--- src/rtl/ctrl_pkg.sv ---
// Shared encodings for the multi-cycle control FSM: states, opcodes, functs,
// ALU class codes, datapath mux selects and exception causes.
package ctrl_pkg;

  typedef enum logic [2:0] {
    S_IF  = 3'd0,
    S_ID  = 3'd1,
    S_EX  = 3'd2,
    S_MEM = 3'd3,
    S_WB  = 3'd4,
    S_EXC = 3'd5
  } state_t;

  localparam logic [5:0] OP_RTYPE = 6'h00;
  localparam logic [5:0] OP_J     = 6'h02;
  localparam logic [5:0] OP_JAL   = 6'h03;
  localparam logic [5:0] OP_BEQ   = 6'h04;
  localparam logic [5:0] OP_BNE   = 6'h05;
  localparam logic [5:0] OP_ADDI  = 6'h08;
  localparam logic [5:0] OP_ADDIU = 6'h09;
  localparam logic [5:0] OP_SLTI  = 6'h0a;
  localparam logic [5:0] OP_SLTIU = 6'h0b;
  localparam logic [5:0] OP_ANDI  = 6'h0c;
  localparam logic [5:0] OP_ORI   = 6'h0d;
  localparam logic [5:0] OP_LUI   = 6'h0f;
  localparam logic [5:0] OP_LW    = 6'h23;
  localparam logic [5:0] OP_SW    = 6'h2b;

  localparam logic [5:0] FN_SLL  = 6'h00;
  localparam logic [5:0] FN_SRL  = 6'h02;
  localparam logic [5:0] FN_SRA  = 6'h03;
  localparam logic [5:0] FN_SLLV = 6'h04;
  localparam logic [5:0] FN_SRLV = 6'h06;
  localparam logic [5:0] FN_SRAV = 6'h07;
  localparam logic [5:0] FN_JR   = 6'h08;
  localparam logic [5:0] FN_JALR = 6'h09;
  localparam logic [5:0] FN_ADD  = 6'h20;
  localparam logic [5:0] FN_ADDU = 6'h21;
  localparam logic [5:0] FN_SUB  = 6'h22;
  localparam logic [5:0] FN_SUBU = 6'h23;
  localparam logic [5:0] FN_AND  = 6'h24;
  localparam logic [5:0] FN_OR   = 6'h25;
  localparam logic [5:0] FN_XOR  = 6'h26;
  localparam logic [5:0] FN_NOR  = 6'h27;
  localparam logic [5:0] FN_SLT  = 6'h2a;
  localparam logic [5:0] FN_SLTU = 6'h2b;

  localparam logic [2:0] ALU_ADD = 3'b000;
  localparam logic [2:0] ALU_BR  = 3'b001;
  localparam logic [2:0] ALU_R   = 3'b010;
  localparam logic [2:0] ALU_AND = 3'b100;
  localparam logic [2:0] ALU_SLT = 3'b101;
  localparam logic [2:0] ALU_OR  = 3'b110;

  localparam logic [1:0] MTR_ALU = 2'b00;
  localparam logic [1:0] MTR_MDR = 2'b01;
  localparam logic [1:0] MTR_PC  = 2'b10;

  localparam logic [1:0] DST_RT = 2'b00;
  localparam logic [1:0] DST_RD = 2'b01;
  localparam logic [1:0] DST_RA = 2'b10;

  localparam logic [1:0] SRCA_PC    = 2'b00;
  localparam logic [1:0] SRCA_RS    = 2'b01;
  localparam logic [1:0] SRCA_SHAMT = 2'b10;

  localparam logic [1:0] SRCB_RT   = 2'b00;
  localparam logic [1:0] SRCB_4    = 2'b01;
  localparam logic [1:0] SRCB_IMM  = 2'b10;
  localparam logic [1:0] SRCB_IMM2 = 2'b11;

  localparam logic [1:0] PCS_ALU    = 2'b00;
  localparam logic [1:0] PCS_ALUOUT = 2'b01;
  localparam logic [1:0] PCS_JUMP   = 2'b10;
  localparam logic [1:0] PCS_RS     = 2'b11;

  localparam logic [1:0] EXC_NONE    = 2'b00;
  localparam logic [1:0] EXC_OP      = 2'b01;
  localparam logic [1:0] EXC_FUNCT   = 2'b10;
  localparam logic [1:0] EXC_TIMEOUT = 2'b11;

  function automatic logic funct_legal(input logic [5:0] fn);
    return fn inside {FN_SLL, FN_SRL, FN_SRA, FN_SLLV, FN_SRLV, FN_SRAV,
                      FN_JR, FN_JALR, FN_ADD, FN_ADDU, FN_SUB, FN_SUBU,
                      FN_AND, FN_OR, FN_XOR, FN_NOR, FN_SLT, FN_SLTU};
  endfunction

endpackage

--- src/rtl/ctrl_decode.sv ---
// Combinational instruction classifier: opcode/funct -> instruction class,
// illegal-instruction cause and ALU class code.
module ctrl_decode
  import ctrl_pkg::*;
#(
  parameter int BNE_EN = 1
) (
  input  logic [5:0] i_opcode,
  input  logic [5:0] i_funct,
  output logic       o_is_rtype,
  output logic       o_is_jr,
  output logic       o_is_jalr,
  output logic       o_is_shift,
  output logic       o_is_itype,
  output logic       o_is_branch,
  output logic       o_is_jump,
  output logic       o_is_jal,
  output logic       o_is_mem,
  output logic       o_is_lw,
  output logic [1:0] o_ill_cause,
  output logic [2:0] o_alu_cls
);

  always_comb begin
    o_is_rtype  = (i_opcode == OP_RTYPE);
    o_is_jr     = o_is_rtype && (i_funct == FN_JR);
    o_is_jalr   = o_is_rtype && (i_funct == FN_JALR);
    o_is_shift  = o_is_rtype && (i_funct inside {FN_SLL, FN_SRL, FN_SRA});
    o_is_itype  = i_opcode inside {OP_ADDI, OP_ADDIU, OP_SLTI, OP_SLTIU,
                                   OP_ANDI, OP_ORI, OP_LUI};
    // bne falls through to illegal when the option is off
    o_is_branch = (i_opcode == OP_BEQ) || ((BNE_EN != 0) && (i_opcode == OP_BNE));
    o_is_jal    = (i_opcode == OP_JAL);
    o_is_jump   = (i_opcode == OP_J) || o_is_jal;
    o_is_lw     = (i_opcode == OP_LW);
    o_is_mem    = o_is_lw || (i_opcode == OP_SW);

    o_ill_cause = EXC_NONE;
    if (o_is_rtype && !funct_legal(i_funct))
      o_ill_cause = EXC_FUNCT;
    else if (!(o_is_rtype || o_is_itype || o_is_branch || o_is_jump || o_is_mem))
      o_ill_cause = EXC_OP;

    o_alu_cls = ALU_ADD;
    if (o_is_rtype && !o_is_jr && !o_is_jalr)
      o_alu_cls = ALU_R;
    else if (o_is_branch)
      o_alu_cls = ALU_BR;
    else if (i_opcode == OP_ANDI)
      o_alu_cls = ALU_AND;
    else if (i_opcode == OP_ORI)
      o_alu_cls = ALU_OR;
    else if ((i_opcode == OP_SLTI) || (i_opcode == OP_SLTIU))
      o_alu_cls = ALU_SLT;
  end

endmodule

--- src/rtl/multicycle_ctrl_v2.sv ---
// Multi-cycle CPU control FSM with memory wait states and a timeout watchdog.
// Define CTRL_EXC_EN to add the S_EXC exception state and exc_take/exc_cause ports.
module multicycle_ctrl_v2
  import ctrl_pkg::*;
#(
  parameter int ALUOP_W     = 4,
  parameter int MEM_TIMEOUT = 15,
  parameter int BNE_EN      = 1
) (
  input  logic               i_clk,
  input  logic               i_reset,
  input  logic [5:0]         i_opcode,
  input  logic [5:0]         i_funct,
  input  logic               i_mem_ready,
  output logic               o_pc_write,
  output logic               o_pc_write_cond,
  output logic               o_branch_ne,
  output logic               o_iord,
  output logic               o_mem_read,
  output logic               o_mem_write,
  output logic               o_ir_write,
  output logic [1:0]         o_mem_to_reg,
  output logic [1:0]         o_reg_dst,
  output logic               o_reg_write,
  output logic               o_ext_op,
  output logic               o_lui_op,
  output logic [1:0]         o_alu_src_a,
  output logic [1:0]         o_alu_src_b,
  output logic [ALUOP_W-1:0] o_alu_op,
  output logic [1:0]         o_pc_source,
  output logic               o_mem_err,
`ifdef CTRL_EXC_EN
  output logic               o_exc_take,
  output logic [1:0]         o_exc_cause,
`endif
  output logic [2:0]         o_state
);

  state_t       r_state, w_next;
  logic [7:0]   r_wait;
  logic         r_mem_err;
  logic         w_waiting, w_timeout;

  logic w_is_rtype, w_is_jr, w_is_jalr, w_is_shift, w_is_itype, w_is_branch;
  logic w_is_jump, w_is_jal, w_is_mem, w_is_lw;
  logic [1:0] w_ill_cause;
  logic [2:0] w_dec_cls, w_cls;

  logic w_pc_write, w_pc_write_cond, w_branch_ne, w_iord, w_mem_read, w_mem_write;
  logic w_ir_write, w_reg_write, w_ext_op, w_lui_op;
  logic [1:0] w_mem_to_reg, w_reg_dst, w_alu_src_a, w_alu_src_b, w_pc_source;
  logic [ALUOP_W-1:0] w_alu_op;
`ifdef CTRL_EXC_EN
  logic       w_exc_take;
  logic [1:0] w_cause, r_cause;
`endif

  ctrl_decode #(.BNE_EN(BNE_EN)) u_dec (
    .i_opcode    (i_opcode),
    .i_funct     (i_funct),
    .o_is_rtype  (w_is_rtype),
    .o_is_jr     (w_is_jr),
    .o_is_jalr   (w_is_jalr),
    .o_is_shift  (w_is_shift),
    .o_is_itype  (w_is_itype),
    .o_is_branch (w_is_branch),
    .o_is_jump   (w_is_jump),
    .o_is_jal    (w_is_jal),
    .o_is_mem    (w_is_mem),
    .o_is_lw     (w_is_lw),
    .o_ill_cause (w_ill_cause),
    .o_alu_cls   (w_dec_cls)
  );

  // Wait cycles are IF/MEM cycles that do not see mem_ready
  assign w_waiting = ((r_state == S_IF) || (r_state == S_MEM)) && !i_mem_ready;
  assign w_timeout = w_waiting && (r_wait == 8'(MEM_TIMEOUT - 1));

  always_ff @(posedge i_clk) begin
    if (!i_reset) begin
      r_state   <= S_IF;
      r_wait    <= '0;
      r_mem_err <= 1'b0;
    end else begin
      r_state <= w_next;
      if (w_next != r_state)
        r_wait <= '0;
      else if (w_waiting && (r_wait != 8'(MEM_TIMEOUT)))
        r_wait <= r_wait + 8'd1;
      if (w_timeout)
        r_mem_err <= 1'b1;
    end
  end

`ifdef CTRL_EXC_EN
  always_ff @(posedge i_clk) begin
    if (!i_reset)
      r_cause <= EXC_NONE;
    else if (w_next == S_EXC)
      r_cause <= w_cause;
  end
`endif

  always_comb begin
    w_next          = r_state;
    w_pc_write      = 1'b0;
    w_pc_write_cond = 1'b0;
    w_branch_ne     = 1'b0;
    w_iord          = 1'b0;
    w_mem_read      = 1'b0;
    w_mem_write     = 1'b0;
    w_ir_write      = 1'b0;
    w_reg_write     = 1'b0;
    w_ext_op        = 1'b0;
    w_lui_op        = 1'b0;
    w_mem_to_reg    = MTR_ALU;
    w_reg_dst       = DST_RT;
    w_alu_src_a     = SRCA_PC;
    w_alu_src_b     = SRCB_RT;
    w_pc_source     = PCS_ALU;
    w_cls           = ALU_ADD;
`ifdef CTRL_EXC_EN
    w_exc_take      = 1'b0;
    w_cause         = EXC_NONE;
`endif
    case (r_state)
      S_IF: begin
        w_mem_read  = 1'b1;
        w_alu_src_b = SRCB_4;
        if (i_mem_ready) begin
          w_ir_write = 1'b1;
          w_pc_write = 1'b1;
          w_next     = S_ID;
        end
`ifdef CTRL_EXC_EN
        else if (w_timeout) begin
          w_mem_read = 1'b0;
          w_cause    = EXC_TIMEOUT;
          w_next     = S_EXC;
        end
`endif
      end
      S_ID: begin
        w_alu_src_b = SRCB_IMM2;
        w_ext_op    = 1'b1;
        w_next      = S_EX;
      end
      S_EX: begin
        w_cls  = w_dec_cls;
        w_next = S_IF;
        if (w_ill_cause != EXC_NONE) begin
`ifdef CTRL_EXC_EN
          w_cause = w_ill_cause;
          w_next  = S_EXC;
`endif
        end else if (w_is_jump) begin
          w_pc_write  = 1'b1;
          w_pc_source = PCS_JUMP;
          if (w_is_jal) begin
            w_reg_write  = 1'b1;
            w_reg_dst    = DST_RA;
            w_mem_to_reg = MTR_PC;
          end
        end else if (w_is_branch) begin
          w_alu_src_a     = SRCA_RS;
          w_alu_src_b     = SRCB_RT;
          w_pc_write_cond = 1'b1;
          w_pc_source     = PCS_ALUOUT;
          w_branch_ne     = (i_opcode == OP_BNE);
        end else if (w_is_jr || w_is_jalr) begin
          w_pc_write  = 1'b1;
          w_pc_source = PCS_RS;
          if (w_is_jalr) begin
            w_reg_write  = 1'b1;
            w_reg_dst    = DST_RD;
            w_mem_to_reg = MTR_PC;
          end
        end else if (w_is_rtype) begin
          w_alu_src_a = w_is_shift ? SRCA_SHAMT : SRCA_RS;
          w_alu_src_b = SRCB_RT;
          w_next      = S_WB;
        end else if (w_is_mem) begin
          w_alu_src_a = SRCA_RS;
          w_alu_src_b = SRCB_IMM;
          w_ext_op    = 1'b1;
          w_next      = S_MEM;
        end else if (w_is_itype) begin
          w_alu_src_a = SRCA_RS;
          w_alu_src_b = SRCB_IMM;
          w_ext_op    = !((i_opcode == OP_ANDI) || (i_opcode == OP_ORI));
          w_lui_op    = (i_opcode == OP_LUI);
          w_next      = S_WB;
        end
      end
      S_MEM: begin
        w_cls  = w_dec_cls;
        w_iord = 1'b1;
        if (w_is_lw) w_mem_read  = 1'b1;
        else         w_mem_write = 1'b1;
        if (i_mem_ready)
          w_next = w_is_lw ? S_WB : S_IF;
`ifdef CTRL_EXC_EN
        else if (w_timeout) begin
          w_mem_read  = 1'b0;
          w_mem_write = 1'b0;
          w_cause     = EXC_TIMEOUT;
          w_next      = S_EXC;
        end
`endif
      end
      S_WB: begin
        w_cls       = w_dec_cls;
        w_reg_write = 1'b1;
        if (w_is_rtype)
          w_reg_dst = DST_RD;
        else if (w_is_lw)
          w_mem_to_reg = MTR_MDR;
        w_next = S_IF;
      end
`ifdef CTRL_EXC_EN
      S_EXC: begin
        w_exc_take = 1'b1;
        w_pc_write = 1'b1;
        w_next     = S_IF;
      end
`endif
      default: w_next = S_IF;
    endcase
  end

  // Bits between the class code and the MSB stay zero
  always_comb begin
    w_alu_op              = '0;
    w_alu_op[ALUOP_W-1]   = i_opcode[0];
    w_alu_op[2:0]         = w_cls;
  end

  assign o_pc_write      = w_pc_write      & i_reset;
  assign o_pc_write_cond = w_pc_write_cond & i_reset;
  assign o_mem_read      = w_mem_read      & i_reset;
  assign o_mem_write     = w_mem_write     & i_reset;
  assign o_ir_write      = w_ir_write      & i_reset;
  assign o_reg_write     = w_reg_write     & i_reset;
  assign o_branch_ne     = w_branch_ne;
  assign o_iord          = w_iord;
  assign o_mem_to_reg    = w_mem_to_reg;
  assign o_reg_dst       = w_reg_dst;
  assign o_ext_op        = w_ext_op;
  assign o_lui_op        = w_lui_op;
  assign o_alu_src_a     = w_alu_src_a;
  assign o_alu_src_b     = w_alu_src_b;
  assign o_alu_op        = w_alu_op;
  assign o_pc_source     = w_pc_source;
  assign o_mem_err       = r_mem_err;
  assign o_state         = r_state;
`ifdef CTRL_EXC_EN
  assign o_exc_take      = w_exc_take;
  assign o_exc_cause     = w_exc_take ? r_cause : EXC_NONE;
`endif

endmodule

--- config.mk ---
export PLATFORM = sky130hd
export DESIGN_NAME = multicycle_ctrl_v2
export DESIGN_NICKNAME = d
export VERILOG_FILES = /design/src/rtl/ctrl_pkg.sv /design/src/rtl/ctrl_decode.sv /design/src/rtl/multicycle_ctrl_v2.sv
export SDC_FILE = /design/constraint.sdc
export NUM_CORES = 1
export LEC_CHECK = 0
export ABC_CLOCK_PERIOD_IN_PS = 5700
export CAP_MARGIN = 20
export CORE_ASPECT_RATIO = 1.4
export CORE_MARGIN = 1.5
export CORE_UTILIZATION = 30
export CTS_CLUSTER_SIZE = 20
export DETAILED_ROUTE_END_ITERATION = 12
export PLACE_DENSITY = 0.63
export RECOVER_POWER = 100
export SYNTH_ARGS = -nofsm -noshare
export SYNTH_HDL_FRONTEND = slang
export SYNTH_SLANG_ARGS = --single-unit
export TNS_END_PERCENT = 5
--- constraint.sdc ---
create_clock -name i_clk -period 5.7 [get_ports i_clk]
set_input_delay 1.14 -clock i_clk [delete_from_list [all_inputs] [get_ports i_clk]]
set_output_delay 1.14 -clock i_clk [all_outputs]
set_load 0.02 [all_outputs]
==> flow_summary.toml, run 1 <==
[outcome]
status = "complete, no violations"

[yosys]
synth_nets = 198
syn-mean-instance-area_um2 = 7.02
netlist_instances = 181
synth_ff_type = "dfxtp_1"
yosys_register_bits = 12
synth_cell_types = 53
ys_seq_area_frac = 0.189
synth_warnings = 0
synthArstFlopShare = 0
syn_area_um2 = 1270
synth-edff-count = 0

[worst_setup_path]
required_ns = 4.56
crit_fanout = 20
worstSetupPathType = "in -> out"
rr_startpoint = "o_state[1]"
reg2reg_depth = 4
r2r_slack_ns = 3.76
cpMostUsedCell = "dlygate4sd3_1"
worstSetupStartpointType = "primary input"
max_stage_delay_ns = 0.76
r2r-end = "r_wait[3]"
cp_cell_sequence = "dlygate4sd3_1, or4_1, nor3_1, a31oi_1, a21oi_1, dlygate4sd3_1"
worstSetupEndpointType = "output port"
critPathSlowestCell = "dlygate4sd3_1"
cp.arrival_ns = 3.64

[clock_network]
clk_pin_slew_worst_paths_ns = 0.05
cts_root_buf = "clkbuf_8"
post_cts_buffers = 0
clock_sinks = 12
cts_resized = 0
h-tree-depth = 1
cts_made_buffers = 3
cts_tree = "built"
ctsHoldBuffers = 0
cts.path.max_buffers = 2
clkLatencyLatePin_ns = 0.24

[global_route]
antenna_found_initial = 0
grt_max_degree = 21
track_usage = 0.169
grt.overflow.total = 0
grt_pass1_wl_mm = 6.27
grt_pass1_vias = 1370

[die]
dieArea_um2 = 4640
rows = 27
core_um2 = 3990
start_util = 0.319
die_h_um = 80.0
die_w_um = 58.0
ios = 43

[hold_path]
holdPathStages = 2
worstHoldEndpoint = "r_wait[7]"
hold_start = "r_wait[7]"
hold_class = "reg -> reg"

[layout]
drive_above_1_share = 0.0330
seq_area_um2 = 240
antenna_cells = 0
postLayoutCoreUtil = 0.431
multi_input_area_um2 = 931
nets = 230
fillers = 432
syn2layout_area_growth_pct = 35.2
stdcell_area_um2 = 1720

[power]
p_per_area_nw_per_um2 = 144
pwr-share-comb = 0.262
switching_power_uw = 72.8
p_clk_frac = 0.378
irDropWorstVdd_mv = 0.0670
switching_share = 0.294
power.internal_uw = 174
p_seq_frac = 0.360
p_leak_nw = 0.622

[detailed_routing]
dr_total_vias = 1464
wire_per_inst_um = 14.7
drtAntennaViolNets = 0
firstDrtPassIters = 11
drc = 0
vias_per_cell = 5.74
wirelength_mm = 3.75
first_iter_violations = 76

[sta]
finalSetupViolCount = 0
clock_skew_ns = 0.00156
fin_setup_tns_ns = 0
timing.slew.headroom = 0.552
fin_crit_sh = 0.839
fin_crit_ns = 4.78
hold_viol = 0
rsz0062_at_grt = "no"
worst_slew_pin_slew_ns = 0.666
fmax_ghz = 0.209
slew_viol_final = 0

[placement]
post_dp_cell_area_um2 = 1670
hpwl_mm = 2.83
io_buffers = 42
gp_congestion = 0.882

[job]
max_cap_viol_count = 0
cells in the final DEF, fill, tap and decap left out, types with 4 or more instances in the layout:
| cell | count |
|---|---|
| nor2b_1 | 11 |
| nor2_1 | 12 |
| clkbuf_8 | 4 |
| o21a_1 | 5 |
| clkdlybuf4s50_1 | 12 |
| a21oi_1 | 12 |
| or3_1 | 4 |
| a31oi_1 | 4 |
| dlygate4sd3_1 | 30 |
| nand2_1 | 13 |
| nand2b_1 | 7 |
| inv_1 | 5 |
| or4_1 | 5 |
| nor3_1 | 13 |
| dfxtp_1 | 12 |
| nor4_1 | 4 |
| nand3_1 | 7 |
cell usage after synthesis, types with 2 or more instances:
| cell type | count | share of area |
|---|---|---|
| a2111oi_0 | 2 | 0.014 |
| a21o_1 | 2 | 0.012 |
| a21oi_1 | 12 | 0.047 |
| a31o_1 | 2 | 0.014 |
| a31oi_1 | 4 | 0.020 |
| and2_1 | 3 | 0.015 |
| and3_1 | 3 | 0.015 |
| buf_6 | 2 | 0.018 |
| clkbuf_1 | 11 | 0.032 |
| dfxtp_1 | 12 | 0.19 |
| ha_1 | 2 | 0.020 |
| inv_1 | 5 | 0.015 |
| mux2i_1 | 2 | 0.016 |
| nand2_1 | 13 | 0.038 |
| nand2b_1 | 7 | 0.034 |
| nand3_1 | 7 | 0.028 |
| nand4_1 | 2 | 0.0098 |
| nor2_1 | 12 | 0.035 |
| nor2b_1 | 11 | 0.054 |
| nor3_1 | 13 | 0.051 |
| nor3b_1 | 2 | 0.012 |
| nor4_1 | 4 | 0.020 |
| o2111ai_1 | 2 | 0.014 |
| o21a_1 | 5 | 0.030 |
| o21ai_0 | 3 | 0.012 |
| o21ai_1 | 2 | 0.0079 |
| o31ai_1 | 3 | 0.018 |
| or3_1 | 3 | 0.015 |
| or3b_1 | 2 | 0.014 |
| or4_1 | 5 | 0.030 |
power groups by stage:
stage	registers (mW)	logic [mW]	clock network [mW]
after detailed placement	0.0908	0.0673	0
after global routing	0.0895	0.0714	0.0992
after CTS	0.0890	0.0678	0.0959
after floorplan	0.0894	0.0442	0
after global placement	0.0907	0.0677	0
final	0.0889	0.0647	0.0936
metal layers:
layer | vias to the layer above | global-route usage | part of all wire
met5 | - | 0 | 0
met4 | 0 | 0.0442 | 0.020
met3 | 6 | 0.0292 | 0.049
met2 | 54 | 0.314 | 0.53
met1 | 672 | 0.195 | 0.40
li1 | 732 | - | -
layout make-up:
cell class                 instances  share of cell area
timing repair buffer              42               0.245
multi-input combinational        149               0.541
tap                               43              0.0313
sequential                        12               0.140
inverter                           5              0.0109
clock buffer                       4              0.0320
registers in the layout, indices dropped and copies added (netlist names):
signal     flops
o_state        3
r_wait         8
o_mem_err      1
worst max path at each step:
| stage | startpoint | end | slack, ns | cells after the start |
|---|---|---|---|---|
| 3_3_place_gp | i_opcode[2] | o_reg_write | 1.01 | 6 |
| 3_5_place_dp | i_opcode[2] | o_reg_write | 1.01 | 6 |
| 4_1_cts | i_opcode[2] | o_reg_write | 1.0 | 6 |
| 2_1_floorplan | i_opcode[5] | o_reg_write | 1.86 | 5 |
| 5_1_grt | i_opcode[2] | o_alu_src_a[0] | 0.72 | 6 |
| 6_report | i_opcode[2] | o_alu_src_a[0] | 0.92 | 6 |
per-stage QoR:
stage          hold slack [ns]  setup WS (ns)  power [mW]  std cells
3_5_place_dp             0.461           1.01       0.158        251
5_1_grt                  0.492          0.717       0.260        255
6_report                 0.469          0.916       0.247        255
2_1_floorplan            0.442           1.86       0.134        181
3_3_place_gp             0.463           1.01       0.158        251
4_1_cts                  0.470          0.998       0.253        255
worst max-delay path: cells and delay by family:
family	cells	cell delay, ns
AOI/OAI and AO/OA	2	0.29
and+or+nand+nor	2	0.76
buffers and inverters	2	1.45
logic make-up after synthesis:
| logic type | count (synthesis) | share of synthesized area |
|---|---|---|
| buf+inv | 20 | 0.0748 |
| compound gates | 51 | 0.280 |
| simple gates | 93 | 0.408 |
| xor+xnor | 1 | 0.0128 |
| mux | 2 | 0.0157 |
| flops | 12 | 0.189 |
| fa+ha+maj | 2 | 0.0197 |
No activity file was read; power rests on OpenSTA's default activity.
==> run 2: changes to the inputs <==
- ABC_CLOCK_PERIOD_IN_PS: 5700 -> 4100
- PLACE_DENSITY: 0.63 -> 0.65
- clock period: 5.7 -> 4.1 ns (I/O delays scaled with it)
==> run 2 against run 1 <==
Compared with the run above:
- the run now ends with DRC left
- final area is 4.1% higher
- first-iteration DRC count shrank 38%
- count of clock-buffer cells in the layout unchanged
==> flow_summary.toml, run 2 (same netlist as run 1, synthesis figures left out) <==
[outcome]
status = "finished, violations left"
violations = "DRC"

[clock_network]
cts_root_buf = "clkbuf_8"
clock_sinks = 12
clk_pin_slew_worst_paths_ns = 0.05
ctsHoldBuffers = 0
cts.path.max_buffers = 2
clkLatencyLatePin_ns = 0.24
cts_tree = "built"
post_cts_buffers = 0
cts_resized = 0
cts_made_buffers = 3
h-tree-depth = 1

[worst_setup_path]
worstSetupPathType = "in -> out"
worstSetupEndpointType = "output port"
cp.arrival_ns = 3.14
crit_fanout = 10
required_ns = 3.28
worstSetupStartpointType = "primary input"

[die]
start_util = 0.319
rows = 27
die_h_um = 80.0
ios = 43
core_um2 = 3990
die_w_um = 58.0
dieArea_um2 = 4640

[hold_path]
hold_class = "reg -> reg"

[detailed_routing]
first_iter_violations = 47
vias_per_cell = 5.51
wire_per_inst_um = 14.5
drtAntennaViolNets = 0
wirelength_mm = 3.83
drc = 2
firstDrtPassIters = 8
dr_total_vias = 1461

[layout]
syn2layout_area_growth_pct = 40.8
regMostFlops = "r_wait"
fillers = 410
largest_register_ffs = 8
drive_above_1_share = 0.0721
layout_common_cells = "28 x dlygate4sd3_1, 14 x clkdlybuf4s50_1, 13 x nor3_1, 13 x nand2_1"
antenna_cells = 0
final_common_cell = "dlygate4sd3_1"
nets = 240

[global_route]
grt_pass1_wl_mm = 6.14
grt.overflow.total = 0
grt_max_degree = 15
grt_pass1_vias = 1349
track_usage = 0.167
antenna_found_initial = 0

[sta]
fin_crit_ns = 3.96
timing.slew.headroom = 0.618
fmax_ghz = 0.253
rsz0062_at_grt = "no"
finalSetupViolCount = 0
slew_viol_final = 0
fin_crit_sh = 0.965
worst_slew_pin_slew_ns = 0.568
hold_viol = 0
clock_skew_ns = 0.000891
fin_setup_tns_ns = 0

[power]
p_per_area_nw_per_um2 = 195
p_leak_nw = 0.664
p_total_uw = 349
irDropWorstVdd_mv = 0.106

[placement]
gp_congestion = 0.916
io_buffers = 42
hpwl_mm = 3.04

[job]
max_cap_viol_count = 0
run 2: cell count changes in the layout (fill, tap and decap cells not counted):
cell / change
clkbuf_1: +1
a21boi_0: -1
clkdlybuf4s50_1: +2
buf_4: +9
dlygate4sd3_1: -2
a21boi_1: +1
run 2: critical path, stage by stage:
cell and delay (ns):
dlygate4sd3_1 0.75, nand3b_1 0.14, or4_1 0.51, nor2_1 0.13, o21a_1 0.10, dlygate4sd3_1 0.68
run 2: area by class of cell:
cell class / count / area [um2] / share of cell area
Timing Repair Buffer: 52 / 492 / 0.275
Clock buffer: 4 / 55.1 / 0.0307
Sequential cell: 12 / 240 / 0.134
Tap cell: 43 / 53.8 / 0.0300
Inverter: 5 / 18.8 / 0.0105
Multi-Input combinational cell: 149 / 931 / 0.520
run 2: routing by layer:
| metal | share of wire | up-vias | global-route usage |
|---|---|---|---|
| li1 | - | 753 | - |
| met1 | 0.41 | 668 | 0.189 |
| met2 | 0.54 | 36 | 0.319 |
| met3 | 0.032 | 4 | 0.0276 |
| met4 | 0.0089 | 0 | 0.0302 |
| met5 | 0 | - | 0 |
run 2: report_power, final:
group	total [mW]	internal, mW	switching (mW)
Clock	0.127	0.0848	0.0427
Combinational	0.0981	0.0448	0.0533
Sequential	0.124	0.119	0.00474
Total	0.349	0.248	0.101
run 2: path summary, 6_finish.rpt:
path                from    endpoint  slack (ns)  cells after the start
max          i_opcode[1]  o_mem_read        0.14                      6
min            r_wait[7]   r_wait[7]        0.47                      2
max reg2reg   o_state[1]   r_wait[6]        2.17                      4
min reg2reg    r_wait[7]   r_wait[7]        0.47                      2
run 2: metrics by stage:
stage / area [um2] / util / hold slack [ns] / std cells / setup WS, ns
2_1_floorplan: 1270 / - / 0.442 / 181 / 0.900
3_3_place_gp: 1740 / 0.438 / 0.457 / 261 / 0.170
3_5_place_dp: 1740 / 0.438 / 0.463 / 261 / 0.162
4_1_cts: 1800 / 0.451 / 0.475 / 265 / 0.139
5_1_grt: 1790 / 0.449 / 0.503 / 265 / 0.0330
6_report: 1790 / 0.449 / 0.470 / 265 / 0.143
==> run 3: changes to the inputs <==
- CELL_PAD_IN_SITES_DETAIL_PLACEMENT: not set -> 0
- CELL_PAD_IN_SITES_GLOBAL_PLACEMENT: not set -> 2
- CORE_UTILIZATION: 30 -> 22
- PLACE_DENSITY: 0.65 -> 0.83
==> run 3 against run 2 <==
Compared with the run above:
- the flow now finishes without violations
- utilization decreased by 12 points
- non-clock buffer count unchanged
- final cell count increased by 9.4%
- sequential share of layout area decreased by 0.18 points
- die area increased by 35%
- final area increased by 1.4%
- flip-flop and latch count unchanged
- critical path type unchanged
- largest cell class unchanged
- largest power group unchanged
==> flow_summary.toml, run 3 (same netlist as run 1, synthesis figures left out) <==
[outcome]
status = "complete, no violations"

[global_route]
grt.overflow.total = 0
grt_pass1_vias = 1443
antenna_found_initial = 0
track_usage = 0.148
grt_pass1_wl_mm = 7.20
grt_max_degree = 20

[layout]
drive_above_1_share = 0.0676
fin_cells = 290
layout_common_cells = "26 x dlygate4sd3_1, 16 x clkdlybuf4s50_1, 13 x nor3_1, 13 x nand2_1"
multi_input_area_um2 = 931
final_common_cell = "dlygate4sd3_1"
seq_area_um2 = 240
regMostFlops = "r_wait"
stdcell_area_um2 = 1820
syn2layout_area_growth_pct = 42.8
nets = 240
fillers = 622
largest_register_ffs = 8
postLayoutCoreUtil = 0.329
antenna_cells = 0

[placement]
post_dp_cell_area_um2 = 1780
dp_cells = 286
pre_cts_ws_ns = 0.172
io_buffers = 42
hpwl_mm = 3.52
gp_congestion = 0.863

[sta]
timing.hold.ws_ns = 0.470
fin_setup_tns_ns = 0
rsz0062_at_grt = "no"
fmax_ghz = 0.254
timing.slew.headroom = 0.549
finalSetupViolCount = 0
fin_crit_ns = 3.94
worst_slew_pin_slew_ns = 0.670
fin_crit_sh = 0.962
clock_skew_ns = 0.00251
slew_viol_final = 0
hold_viol = 0
layout_setup_ws_ns = 0.158

[worst_setup_path]
required_ns = 3.28
reg2reg_depth = 4
critPathSlowestCell = "clkdlybuf4s50_1"
critPathBufInv = 3
cp.arrival_ns = 3.12
cp_cell_sequence = "clkdlybuf4s50_1, clkbuf_2, nor4_1, o211ai_1, o2111ai_1, nor2_1, clkdlybuf4s50_1"
crit_fanout = 5
crit_cells = 7
cpMostUsedCell = "clkdlybuf4s50_1"
worstSetupStartpointType = "primary input"
max_stage_delay_ns = 0.55
crit_family = "buffers and inverters"
worstSetupEndpointType = "output port"
worstSetupPathType = "in -> out"

[die]
dieArea_um2 = 6250
start_util = 0.230
die_w_um = 67.2
core_um2 = 5530
ios = 43
die_h_um = 92.9
rows = 32

[detailed_routing]
firstDrtPassIters = 4
wirelength_mm = 4.42
drc = 0
dr_total_vias = 1512
vias_per_cell = 5.21
first_iter_violations = 69
drtAntennaViolNets = 0
wire_per_inst_um = 15.2

[clock_network]
cts_tree = "built"
cts_made_buffers = 3
clk_pin_slew_worst_paths_ns = 0.05
cts_resized = 0
cts_root_buf = "clkbuf_8"
post_cts_buffers = 0
cts.path.max_buffers = 2
ctsHoldBuffers = 0
h-tree-depth = 1
clock_sinks = 12
clkLatencyLatePin_ns = 0.24

[job]
max_cap_viol_count = 0

[hold_path]
hold_class = "reg -> reg"
holdPathStages = 2

[power]
p_total_uw = 354
irDropWorstVdd_mv = 0.117
p_leak_nw = 0.652
p_per_area_nw_per_um2 = 195
[run 3: report_power, final]
group / switching (mW) / internal, mW / leakage (nW) / total [mW]
registers: 0.00497 / 0.119 / 0.0971 / 0.124
logic: 0.0558 / 0.0442 / 0.526 / 0.100
clock network: 0.0452 / 0.0849 / 0.0288 / 0.130
total: 0.106 / 0.248 / 0.652 / 0.354
[run 3: layer usage]
layer | vias up | wire length (um) | global-route usage
met1 | 704 | 1760 | 0.171
met5 | - | 0 | 0
met2 | 42 | 2390 | 0.271
met4 | 0 | 82 | 0.0272
met3 | 6 | 190 | 0.0316
li1 | 760 | - | -
[run 3: tightest hold or removal path: stages, from the launching register on]
cell,delay (ns)
dfxtp_1,0.32
nand2_1,0.05
mux2i_1,0.05
[run 3: path summary, 6_finish.rpt]
path / start / to / slack [ns]
worst max-delay path: i_opcode[3] / o_pc_write_cond / 0.16
worst min register to register: r_wait[7] / r_wait[7] / 0.47
worst min-delay path: r_wait[7] / r_wait[7] / 0.47
worst max register to register: o_state[1] / r_wait[6] / 2.14
[run 3: layout make-up]
class,instances,area share
multi-input cells,149,0.513
repair buffers,52,0.267
flip-flops and latches,12,0.132
well taps,68,0.0469
clock buffers,4,0.0303
inverters,5,0.0103
==> patch, RTL diff (config.mk and constraints of run 3) <==
Add a define of `CTRL_EXC_EN`.
--- a/src/rtl/multicycle_ctrl_v2.sv
+++ b/src/rtl/multicycle_ctrl_v2.sv
@@ -1,4 +1,6 @@
 // Multi-cycle CPU control FSM with memory wait states and a timeout watchdog.
 // Define CTRL_EXC_EN to add the S_EXC exception state and exc_take/exc_cause ports.
+`define CTRL_EXC_EN
+
 module multicycle_ctrl_v2
   import ctrl_pkg::*;
Formal check against the unedited RTL (old outputs only; new: o_exc_cause and o_exc_take): not equivalent (a bounded check fails within 4 cycles, from zero or initial values and one cycle with i_reset low).
==> patch against run 3 <==
Critical path type unchanged. Utilization is 0.59 points lower. The run now ends with capacitance limit, slew limit left. Sequential cell count is 2 higher. Largest cell class unchanged. Final area rose by 10%. Worst setup slack got worse by 0.029 ns. Routed wire length is 4.7% higher. Die area grew 10%. Highest routed layer unchanged. Fmax is 0.72% lower. Area after synthesis increased by 11%. Synthesized cell count grew 7.2%. Total power rose by 11%.
==> patch: results (changes against run 3) <==
metric;value;unit;change
run_status;complete, but fails checks;;was completed
failed_checks;capacitance limit, slew limit;;
critPathMaxFanout;6;;was 5
powerDensity;197;mW/mm2;was 195 mW/mm2
ff2ff_setup_slack;1.13;ns;was 2.14 ns
finalClockSkew;0.00225;ns;was 0.00251 ns
pwr.group.clock;115;uW;was 130 uW
vdd_drop_max;85.7;uV;was 117 uV
r2r.worst_path.cells;6;;was 4
hold_end;o_mem_err$_SDFFE_PN0P_;;was r_wait[7]$_SDFFE_PP0P_
timing.max_cap.violations;1;;was 0
yosysUniqueCellTypes;48;;was 53
m1WireLength;1.86;mm;was 1.76 mm
routabilityCongestion;0.900;;was 0.863
worstHoldStart;o_mem_err$_SDFFE_PN0P_;;was r_wait[7]$_SDFFE_PP0P_
worst_r2r_startpoint;r_wait[0]$_SDFFE_PP0P_;;was o_state[1]$_SDFF_PN0_
min_delay_path_depth;1;;was 2
place_area;0.00198;mm2;was 0.00178 mm2
placement.io_buffers;45;;was 42
vias;1571;;was 1512
synthAdderAreaFrac;0.0177;;was 0.0197
timing.final.max_slew_violations;8;;was 0
filler_cell_count;695;;was 622
leakage;0.793;nW;was 0.652 nW
layout.clock_buffers;3;;was 4
critPathSlowestCell;dlygate4sd3_1;;was clkdlybuf4s50_1
met2_wirelength;2.49;mm;was 2.39 mm
drt_iter0_markers;22;;was 69
detailedPlacementHpwl;3.72;mm;was 3.52 mm
routed_wirelength;4.63;mm;was 4.42 mm
sh_seq_area;0.140;;was 0.132
synth_top_cells_by_count;nor2_1, dfxtp_1, nand2_1, nor2b_1, a21oi_1;;was nand2_1, nor3_1, a21oi_1, dfxtp_1, nor2_1
ys_ff_latch;14;;was 12
p_int;262;uW;was 248 uW
non_clock_buffer_area_share;0.269;;was 0.267
buffers_excl_clock;57;;was 52
patch: cell count changes in the layout (fill, tap and decap cells not counted), moves of 3 or more:
| cell | before | now |
|---|---|---|
| a211oi_1 | 1 | 4 |
| dlygate4sd3_1 | 26 | 23 |
| clkdlybuf4s50_1 | 16 | 21 |
| buf_4 | 7 | 11 |
| xor2_1 | 0 | 6 |
| or3_1 | 4 | 0 |
| o21a_1 | 5 | 1 |
| nor3_1 | 13 | 7 |
| and3_1 | 3 | 9 |
| or4_1 | 5 | 0 |
| nor2_1 | 12 | 32 |
patch: kinds of logic (layout without fill, tap and decap cells):
logic type,Yosys count,in the layout
flip-flops,14,14
adder cells (fa/ha/maj),2,2
XOR/XNOR,7,7
AO/OA/AOI/OAI,42,42
buffers and inverters,18,67
AND/OR/NAND/NOR,110,110
multiplexers,1,1
patch: stage by stage:
stage | std cells | total power, mW
floorplan | 194 | 0.230
global placement | 312 | 0.290
detailed placement | 312 | 0.290
CTS | 315 | 0.406
global route | 315 | 0.416
finish | 315 | 0.394
